### config.mk
export PLATFORM = sky130hd
export DESIGN_NAME = issue_scheduler
export DESIGN_NICKNAME = d
export VERILOG_FILES = /design/src/rtl/issue_scheduler_pkg.sv /design/src/rtl/rob_tag_allocator.sv /design/src/rtl/issue_scheduler.sv
export SDC_FILE = /design/constraint.sdc
export NUM_CORES = 1
export LEC_CHECK = 0
export ABC_CLOCK_PERIOD_IN_PS = 3450
export CAP_MARGIN = 20
export CELL_PAD_IN_SITES_DETAIL_PLACEMENT = 1
export CELL_PAD_IN_SITES_GLOBAL_PLACEMENT = 1
export CORE_ASPECT_RATIO = 0.5
export CORE_UTILIZATION = 42
export DETAILED_ROUTE_END_ITERATION = 12
export DONT_BUFFER_PORTS = 1
export GPL_ROUTABILITY_DRIVEN = 0
export PLACE_DENSITY_LB_ADDON = 0.1
export SYNTH_ARGS = -nofsm -noshare
export SYNTH_HDL_FRONTEND = slang
export SYNTH_HIERARCHICAL = 1
export SYNTH_SLANG_ARGS = --single-unit
export TNS_END_PERCENT = 1
### constraint.sdc
create_clock -name clk_i -period 3.45 [get_ports clk_i]
set_input_delay 0.345 -clock clk_i [delete_from_list [all_inputs] [get_ports clk_i]]
set_output_delay 0.345 -clock clk_i [all_outputs]
set_load 0.1 [all_outputs]
### src/rtl/issue_scheduler_pkg.sv
// ============================================================================
// Module : issue_scheduler_pkg
// Brief  : Shared types, sizes and the operand-resolution helper for issue.
// Rev    : 1.0  initial release
// ============================================================================
`default_nettype none

package issue_scheduler_pkg;

    localparam int ROB_DEPTH  = 16;
    localparam int ROB_TAG_W  = 4;
    localparam int REG_ADDR_W = 5;

    typedef enum logic [1:0] {
        FU_ALU = 2'd0,
        FU_LSU = 2'd1,
        FU_BR  = 2'd2
    } fu_class_e;

    typedef enum logic [0:0] {
        RUN   = 1'b0,
        DRAIN = 1'b1
    } sched_state_e;

    typedef struct packed {
        logic                 busy;
        logic                 re_busy;
        logic [ROB_TAG_W-1:0] rob_tag;
    } register_status_s;

    typedef struct packed {
        logic must_wait;
        logic in_rob;
    } operand_res_s;

    // A CDB broadcast of the producing tag in the lookup cycle turns a
    // pending operand into one that can be read from the ROB.
    function automatic operand_res_s resolve_operand(
        input logic                  use_src,
        input logic [REG_ADDR_W-1:0] addr,
        input register_status_s      st,
        input logic                  cdb_valid,
        input logic [ROB_TAG_W-1:0]  cdb_tag
    );
        operand_res_s res;
        logic         hit;
        logic         live;
        hit           = cdb_valid & (cdb_tag == st.rob_tag);
        live          = use_src & (addr != '0) & st.busy;
        res.must_wait = live & st.re_busy & ~hit;
        res.in_rob    = live & ~res.must_wait;
        return res;
    endfunction

endpackage

`default_nettype wire

### src/rtl/rob_tag_allocator.sv
// ============================================================================
// Module : rob_tag_allocator
// Brief  : Circular ROB tag pool with in-order free, flush and sticky error.
// Rev    : 1.0  initial release
// ============================================================================
`default_nettype none

module rob_tag_allocator #(
    parameter int ROB_DEPTH = 16,
    localparam int c_tag_w  = $clog2(ROB_DEPTH),
    localparam int c_cnt_w  = c_tag_w + 1
) (
    input  logic               clk_i,
    input  logic               reset_i,
    input  logic               flush_i,
    input  logic               alloc_i,
    input  logic               commit_valid_i,
    input  logic [c_tag_w-1:0] commit_rob_tag_i,
    input  logic               commit_ignore_i,
    output logic [c_tag_w-1:0] tail_o,
    output logic [c_cnt_w-1:0] count_o,
    output logic               full_o,
    output logic               err_o
);

    logic [c_tag_w-1:0] r_head;
    logic [c_tag_w-1:0] r_tail;
    logic [c_cnt_w-1:0] r_count;
    logic               r_err;

    logic w_commit_req;
    logic w_commit_bad;
    logic w_commit_ok;

    // Commits are only meaningful against live entries; a flush wipes them.
    assign w_commit_req = commit_valid_i & ~commit_ignore_i & ~flush_i;
    assign w_commit_bad = w_commit_req & ((r_count == '0) | (commit_rob_tag_i != r_head));
    assign w_commit_ok  = w_commit_req & ~w_commit_bad;

    always_ff @(posedge clk_i) begin
        if (reset_i) begin
            r_head  <= '0;
            r_tail  <= '0;
            r_count <= '0;
            r_err   <= 1'b0;
        end else begin
            if (w_commit_bad) begin
                r_err <= 1'b1;
            end
            if (flush_i) begin
                r_head  <= '0;
                r_tail  <= '0;
                r_count <= '0;
            end else begin
                if (alloc_i) begin
                    r_tail <= r_tail + 1'b1;
                end
                if (w_commit_ok) begin
                    r_head <= r_head + 1'b1;
                end
                r_count <= r_count + c_cnt_w'(alloc_i) - c_cnt_w'(w_commit_ok);
            end
        end
    end

    assign tail_o  = r_tail;
    assign count_o = r_count;
    assign full_o  = (r_count == c_cnt_w'(ROB_DEPTH));
    assign err_o   = r_err;

endmodule

`default_nettype wire

### src/rtl/issue_scheduler.sv
// ============================================================================
// Module : issue_scheduler
// Brief  : In-order issue stage: handshake, RS check, tag alloc, recovery.
// Rev    : 1.0  initial release
// ============================================================================
`default_nettype none

module issue_scheduler
    import issue_scheduler_pkg::*;
#(
    parameter int ROB_DEPTH    = 16,
    parameter int NUM_FU       = 3,
    parameter int DRAIN_CYCLES = 2,
    localparam int c_tag_w     = $clog2(ROB_DEPTH),
    localparam int c_drain_w   = (DRAIN_CYCLES > 1) ? $clog2(DRAIN_CYCLES) : 1
) (
    input  logic               clk_i,
    input  logic               reset_i,
    input  logic               recover_en,
    input  logic               dec_valid_i,
    output logic               dec_ready_o,
    input  logic [4:0]         dec_rd_i,
    input  logic [4:0]         dec_rs1_i,
    input  logic [4:0]         dec_rs2_i,
    input  logic               dec_use_rs1_i,
    input  logic               dec_use_rs2_i,
    input  logic [1:0]         dec_fu_i,
    input  logic               dec_store_i,
    input  logic [NUM_FU-1:0]  rs_free_i,
    output logic [NUM_FU-1:0]  rs_dispatch_o,
    output logic [4:0]         rs1_o,
    output logic [4:0]         rs2_o,
    input  register_status_s   packed_rs1_i,
    input  register_status_s   packed_rs2_i,
    output logic               src1_wait_o,
    output logic               src2_wait_o,
    output logic               src1_in_rob_o,
    output logic               src2_in_rob_o,
    output logic [c_tag_w-1:0] src1_tag_o,
    output logic [c_tag_w-1:0] src2_tag_o,
    output logic               issue_valid_o,
    output logic [4:0]         issue_dst_o,
    output logic [c_tag_w-1:0] issue_rob_tag_o,
    output logic               issue_store_o,
    input  logic               cdb_valid_i,
    input  logic [c_tag_w-1:0] cdb_rob_tag_i,
    input  logic               commit_valid_i,
    input  logic [c_tag_w-1:0] commit_rob_tag_i,
    output logic [c_tag_w:0]   rob_count_o,
    output logic               err_o
);

    sched_state_e         r_state;
    logic [c_drain_w-1:0] r_drain_cnt;

    logic                 w_fu_free;
    logic [NUM_FU-1:0]    w_dispatch;
    logic                 w_ready;
    logic                 w_fire;
    logic [c_tag_w-1:0]   w_tail;
    logic [c_tag_w:0]     w_count;
    logic                 w_full;
    logic                 w_err;
    operand_res_s         w_src1;
    operand_res_s         w_src2;

    // FU classes beyond NUM_FU never match, so they can never be issued.
    always_comb begin
        w_fu_free  = 1'b0;
        w_dispatch = '0;
        for (int i = 0; i < NUM_FU; i++) begin
            if (dec_fu_i == 2'(i)) begin
                w_fu_free     = rs_free_i[i];
                w_dispatch[i] = 1'b1;
            end
        end
    end

    assign w_ready = ~reset_i & (r_state == RUN) & ~recover_en & ~w_full & w_fu_free;
    assign w_fire  = w_ready & dec_valid_i;

    always_ff @(posedge clk_i) begin
        if (reset_i) begin
            r_state     <= RUN;
            r_drain_cnt <= '0;
        end else if (recover_en) begin
            r_state     <= DRAIN;
            r_drain_cnt <= c_drain_w'(DRAIN_CYCLES - 1);
        end else if (r_state == DRAIN) begin
            if (r_drain_cnt == '0) begin
                r_state <= RUN;
            end else begin
                r_drain_cnt <= r_drain_cnt - 1'b1;
            end
        end
    end

    rob_tag_allocator #(
        .ROB_DEPTH (ROB_DEPTH)
    ) u_rob_tag_allocator (
        .clk_i            (clk_i),
        .reset_i          (reset_i),
        .flush_i          (recover_en),
        .alloc_i          (w_fire),
        .commit_valid_i   (commit_valid_i),
        .commit_rob_tag_i (commit_rob_tag_i),
        .commit_ignore_i  (r_state == DRAIN),
        .tail_o           (w_tail),
        .count_o          (w_count),
        .full_o           (w_full),
        .err_o            (w_err)
    );

    assign w_src1 = resolve_operand(dec_use_rs1_i, dec_rs1_i, packed_rs1_i,
                                    cdb_valid_i, cdb_rob_tag_i);
    assign w_src2 = resolve_operand(dec_use_rs2_i, dec_rs2_i, packed_rs2_i,
                                    cdb_valid_i, cdb_rob_tag_i);

    assign dec_ready_o     = w_ready;
    assign issue_valid_o   = w_fire;
    assign rs_dispatch_o   = w_fire ? w_dispatch : '0;
    assign issue_dst_o     = w_fire ? dec_rd_i : '0;
    assign issue_rob_tag_o = w_fire ? w_tail : '0;
    assign issue_store_o   = w_fire & dec_store_i;

    // Everything visible is held at zero while reset is asserted.
    assign rs1_o         = reset_i ? '0 : dec_rs1_i;
    assign rs2_o         = reset_i ? '0 : dec_rs2_i;
    assign src1_wait_o   = ~reset_i & w_src1.must_wait;
    assign src2_wait_o   = ~reset_i & w_src2.must_wait;
    assign src1_in_rob_o = ~reset_i & w_src1.in_rob;
    assign src2_in_rob_o = ~reset_i & w_src2.in_rob;
    assign src1_tag_o    = reset_i ? '0 : packed_rs1_i.rob_tag;
    assign src2_tag_o    = reset_i ? '0 : packed_rs2_i.rob_tag;
    assign rob_count_o   = reset_i ? '0 : w_count;
    assign err_o         = ~reset_i & w_err;

endmodule

`default_nettype wire

; ---- Yosys cells after proc, flatten, opt, wreduce, memory -nomap -nowiden
; Index checks and enable logic that the tools add are counted.
; W data, S select, Z words.
[word_totals]
romBits = 0
memories = 0
out_inout_bits = 43
reg_bits = 16
latchBits = 0
ramBits = 0
[classes]
div = 0
shifts = 0
n_mul = 0
mux = 20
bitwise = 37
order_cmp = 0
reduce_logical = 6
eq_ne = 6
add_sub_neg = 5
[op_table]
columns = operator, count
row1 = $and A1 B1 Y1, 27
row2 = $mux W5, 4
row3 = $mux W1, 12
row4 = $mux W4, 3
row5 = $reduce_bool A5 Y1, 2
row6 = $not A1 Y1, 9
row7 = $add A4 B1 Y4 const B, 2
row8 = $eq A4 B4 Y1, 2
row9 = $add A5 B1 Y5, 1
row10 = $eq A5 B5 Y1 const B, 1
row11 = $logic_not A5 Y1, 1
row12 = $sub A5 B1 Y5, 1
row13 = $ne A4 B4 Y1, 1
row14 = $mux W3, 1
row15 = $eq A2 B1 Y1 const B, 1
row16 = $eq A2 B2 Y1 const B, 1
row17 = $logic_not A2 Y1, 1
row18 = $reduce_bool A2 Y1, 1
row19 = $reduce_or A2 Y1, 1
row20 = $or A1 B1 Y1, 1
row21 = $sub A1 B1 Y1 const B, 1

; ---- Logic depth before layout (Yosys ltp)
; Gate-level depths: netlist of the first run.
[logic_depth]
word_depth = 8
mapped_depth = 14

; ---- Modules after synthesis
; Netlist of the first run, hierarchy kept.
[by_module_without_submodules]
columns = module, n_inst, area_per_inst_um2, cells_per_inst, seq_area_each_um2
row1 = rob_tag_allocator, 1, 793.3, 88, 280.3
row2 = issue_scheduler, 1, 549.3, 81, 40.0

; ---- Worst setup path after synthesis of the first run
; OpenSTA, ideal clock, no wires.
[synth_path]
kind = input to output
start = input packed_rs1_i[1] (netlist name)
end = output src1_in_rob_o
stages = 4
path_slack_ps = -771
arrival_ps = 3876
cell_sequence = xnor2_1 > nand4_1 > o21ai_0 > nor4b_1
[synth_via]
elab_chain_cells = 7
[synth_rtl]
columns = element, line
row1 = start: declaration, issue_scheduler.sv:33  ; input register_status_s packed_rs1_i,
row2 = $eq A4 B4 Y1, issue_scheduler_pkg.sv:48  ; hit = cdb_valid & (cdb_tag == st.rob_tag);
row3 = $and A1 B1 Y1, issue_scheduler_pkg.sv:48
row4 = $not A1 Y1, issue_scheduler_pkg.sv:50  ; res.must_wait = live & st.re_busy & ~hit;
row5 = $and A1 B1 Y1, issue_scheduler_pkg.sv:50
row6 = $not A1 Y1, issue_scheduler_pkg.sv:51  ; res.in_rob = live & ~res.must_wait;
row7 = $and A1 B1 Y1, issue_scheduler_pkg.sv:51
row8 = $and A1 B1 Y1, issue_scheduler.sv:131  ; assign src1_in_rob_o = ~reset_i & w_src1.in_rob;
row9 = end: declaration, issue_scheduler.sv:37  ; output logic src1_in_rob_o,
; Every way passes these cells.

; ---- Worst setup path after layout of the first run
[layout_path]
start = register u_rob_tag_allocator.r_count[2] (netlist: u_rob_tag_allocator/count_o[2])
end = register u_rob_tag_allocator.r_count[4] (netlist: u_rob_tag_allocator/count_o[4])
[layout_via]
elab_cells_between_ends = 12
classes_between = add/sub: 2 / eq/ne: 1 / bitwise: 8 / reduce/logical: 1
[layout_rtl]
columns = element, line
row1 = start: declaration, rob_tag_allocator.sv:28  ; logic [c_cnt_w-1:0] r_count;
row2 = start signal: assignment, rob_tag_allocator.sv:61  ; r_count <= r_count + c_cnt_w'(alloc_i) - c_cnt_w'(w_commit_ok);
row3 = $logic_not A5 Y1, rob_tag_allocator.sv:37  ; assign w_commit_bad = w_commit_req & ((r_count == '0) | (commit_rob_tag_i != r_head));
row4 = $or A1 B1 Y1, rob_tag_allocator.sv:37
row5 = $and A1 B1 Y1, rob_tag_allocator.sv:37
row6 = $not A1 Y1, rob_tag_allocator.sv:38  ; assign w_commit_ok = w_commit_req & ~w_commit_bad;
row7 = $and A1 B1 Y1, rob_tag_allocator.sv:38
row8 = via u_rob_tag_allocator.w_commit_ok, rob_tag_allocator.sv:33  ; logic w_commit_ok;
row9 = $sub A5 B1 Y5, rob_tag_allocator.sv:61
; The timed path passes the listed nets, and every way through them passes these cells.
; A chain may end at the register's enable or synchronous reset.

==> impl_metrics.toml, run 1 <==
[status]
status = "complete, no violations"

[floorplan]
die_x_um = 82.0
core_mm2 = 0.00301
initial_core_util_pct = 44.6
rows = 14
die_h_um = 42.0
pin_count = 92
die-area_mm2 = 0.00344

[worst_setup_path]
crit_fanout = 6
critical_path_class = "register to register"
cp_data_arrival_time_ns = 3.33
crit_path_end_kind = "register"
required_ns = 3.58
start_kind = "register"

[power_and_ir_drop]
clock_power_share_pct = 28.0
seqPwrFrac_pct = 38.2
p_leak_nw = 0.702
switchingPower_mw = 0.197
p_sw_share_pct = 39.7
finalPower_mw = 0.495
p_int_mw = 0.298
peakVddDrop_v = 0.000240
power_density_mw_per_mm2 = 296
combPwrFrac_pct = 33.8

[clock_network]
root_buffer = "clkbuf_8"
clock_path_buffers = 2
cts_buffers = 3
ctsHoldBuffers = 0
h-tree-depth = 1
cts.sinks = 16
cts_setup_buffers = 0
clock_latency_ns = 0.25
cts_tree = "built"
cts_resized = 0
clkTransAtPathRegs_ns = 0.06

[global_route]
grt_pass1_wl_um = 5400
grt-ovfl-total = 0
antenna_found_initial = 0
grt_max_degree = 35
globalRouteTotalUtil_pct = 20.5
grt_pass1_vias = 1265

[drt]
drtIter0Drc = 22
wl_met2_um = 1680
met3_length_um = 274
route.detailed.vias_per_inst = 5.50
ant_nets = 0
drc = 0
vias = 1231
wl_met1_um = 1450
first_pass_iters = 4
wl_per_cell_um = 15.3
routed.top_layer = "met4"
routed_wl_um = 3420

[timing]
hold_violations = 0
hold_ws_ns = 0.164
fin_crit_sh_pct = 92.6
setup_viol_count_final = 0
slew_headroom_pct = 27.3
totalNegativeSetupSlack_ns = 0
worst_pin_slew_ns = 1.09
layout_min_cycle_time_ns = 3.19
fmax_ghz = 0.313
rsz0062_at_grt = "false"
slew_violations = 0
skew_ns = 0.00130

[finish]
num-nets-final = 244
diodes = 0
layoutNonFillerInstCount = 224
area_growth_pct = 24.7
fin_util_pct = 55.6
nFillCells = 371
layout-drive-gt1-share_pct = 31.5

[logic_synthesis]
ys_types = 42
yosysSeqAreaShare_pct = 23.9
synth_warnings = 6
synth-seq-cells = 16
syn_area_mm2 = 0.00134
synthesis.nets = 227
synthCells = 169
synth_area_per_cell_um2 = 7.94

[placed_design]
hpwl_um = 2830
io_buffers = 0
dp_cells = 221

[flow_run]
drv_cap = 0

[min_path]
hp-class = "input pin to register"
registers in the layout, indices dropped and copies added (netlist names):
signal,flops
u_rob_tag_allocator/count_o,5
u_rob_tag_allocator/r_head,4
u_rob_tag_allocator/tail_o,4
r_drain_cnt,1
r_state,1
u_rob_tag_allocator/err_o,1
critical path, stage by stage (launching register included):
cell and delay [ns]:
dfxtp_1 0.37, inv_1 0.08, ha_1 0.21, nor4b_1 0.17, or4b_4 0.59, nor2_1 0.18
ha_1 0.26, inv_1 0.06, ha_1 0.15, inv_1 0.05, fa_1 0.39, nand2b_1 0.16
a21oi_1 0.19, o21ai_0 0.09, nor3b_1 0.14
layer usage:
layer / vias up / global-route usage [%]
met5: - / 0
met4: 0 / 4.21
met3: 2 / 5.00
met2: 52 / 39.3
met1: 566 / 22.7
li1: 611 / -
cells in the final DEF, fill, tap and decap left out, types with 3 or more instances in the layout:
cell and instances:
nor2b_2 22, buf_4 17, nor2_1 16, dfxtp_1 16
and3_1 12, inv_1 12, xor2_1 9, a21oi_1 8
ha_1 8, xnor2_1 6, nand2_1 4, o21ai_0 4
or4_1 3, nand2b_1 3, clkbuf_8 3
power by group through the flow:
stage,combinational [mW],sequential (mW),clock (mW)
after floorplan,0.154,0.193,0
after global placement,0.167,0.193,0
after detailed placement,0.168,0.193,0
after CTS,0.169,0.189,0.144
after global routing,0.174,0.189,0.153
final,0.167,0.189,0.138
path summary, 6_finish.rpt:
kind	from	end	slack (ns)	cells past startpoint
worst max-delay path	u_rob_tag_allocator/count_o[2]	u_rob_tag_allocator/count_o[4]	0.26	14
worst max register to register	u_rob_tag_allocator/count_o[2]	u_rob_tag_allocator/count_o[4]	0.26	14
worst min-delay path	reset_i	u_rob_tag_allocator/err_o	0.16	1
worst min register to register	u_rob_tag_allocator/err_o	u_rob_tag_allocator/err_o	0.44	2
synth_stat cells, drive strengths merged:
cell type	instances	area, um2
a22o	1	8.76
or4	4	33.8
o2111ai	1	8.76
nand4	2	12.5
and4	1	8.76
a21o	1	7.51
and2	2	12.5
buf	2	15.0
a21oi	8	40.0
xnor2	6	52.6
o41ai	2	17.5
nor2b	24	150
a31oi	1	6.26
mux2i	2	20.0
dfxtp	16	320
or2	2	12.5
nor4	2	12.5
inv	12	45.0
ha	8	100
or3	1	7.51
or4b	1	13.8
fa	1	20.0
nor3	1	5.00
xor2	9	78.8
o31ai	1	7.51
nor4b	4	41.3
o21ai	4	20.0
a2bb2oi	1	8.76
clkbuf	5	18.8
nand2b	3	18.8
and4b	1	10.0
nor3b	2	20.0
a31o	1	8.76
nand2	4	15.0
and3	12	75.1
nand3	2	10.0
nor2	19	78.8
kinds of logic (layout without fill, tap and decap cells):
| kind of cell | Yosys count | count (layout) | synth area share [%] |
|---|---|---|---|
| simple gates | 87 | 87 | 40.1 |
| compound gates | 21 | 21 | 9.97 |
| buf+inv | 19 | 34 | 5.87 |
| flops | 16 | 16 | 23.9 |
| xor+xnor | 15 | 15 | 9.79 |
| fa+ha+maj | 9 | 9 | 8.95 |
| mux | 2 | 2 | 1.49 |
through the flow:
stage               area [um2]  worst slack [ns]
floorplan                 1350            -0.389
global placement          1630             0.407
detailed placement        1630             0.324
CTS                       1670             0.267
global route              1670            0.0158
finish                    1670             0.255
final cells by class:
class | count | area (um2) | area share (%)
Multi-Input combinational cell | 134 | 1040 | 62.1
Inverter | 12 | 45.0 | 2.69
Timing Repair Buffer | 19 | 178 | 10.6
Tap cell | 40 | 50.0 | 2.99
Clock buffer | 3 | 41.3 | 2.47
Sequential cell | 16 | 320 | 19.1
(Power assumes the default switching activity.)
==> run 2: changes to the inputs <==
--- a/config.mk
+++ b/config.mk
@@ -6,7 +6,6 @@
 export NUM_CORES = 1
 export LEC_CHECK = 0
 export ABC_CLOCK_PERIOD_IN_PS = 3450
-export CAP_MARGIN = 20
 export CELL_PAD_IN_SITES_DETAIL_PLACEMENT = 1
 export CELL_PAD_IN_SITES_GLOBAL_PLACEMENT = 1
 export CORE_ASPECT_RATIO = 0.5
==> results of run 2 <==
Final layout, timing and power as in run 1 (identical DEF).
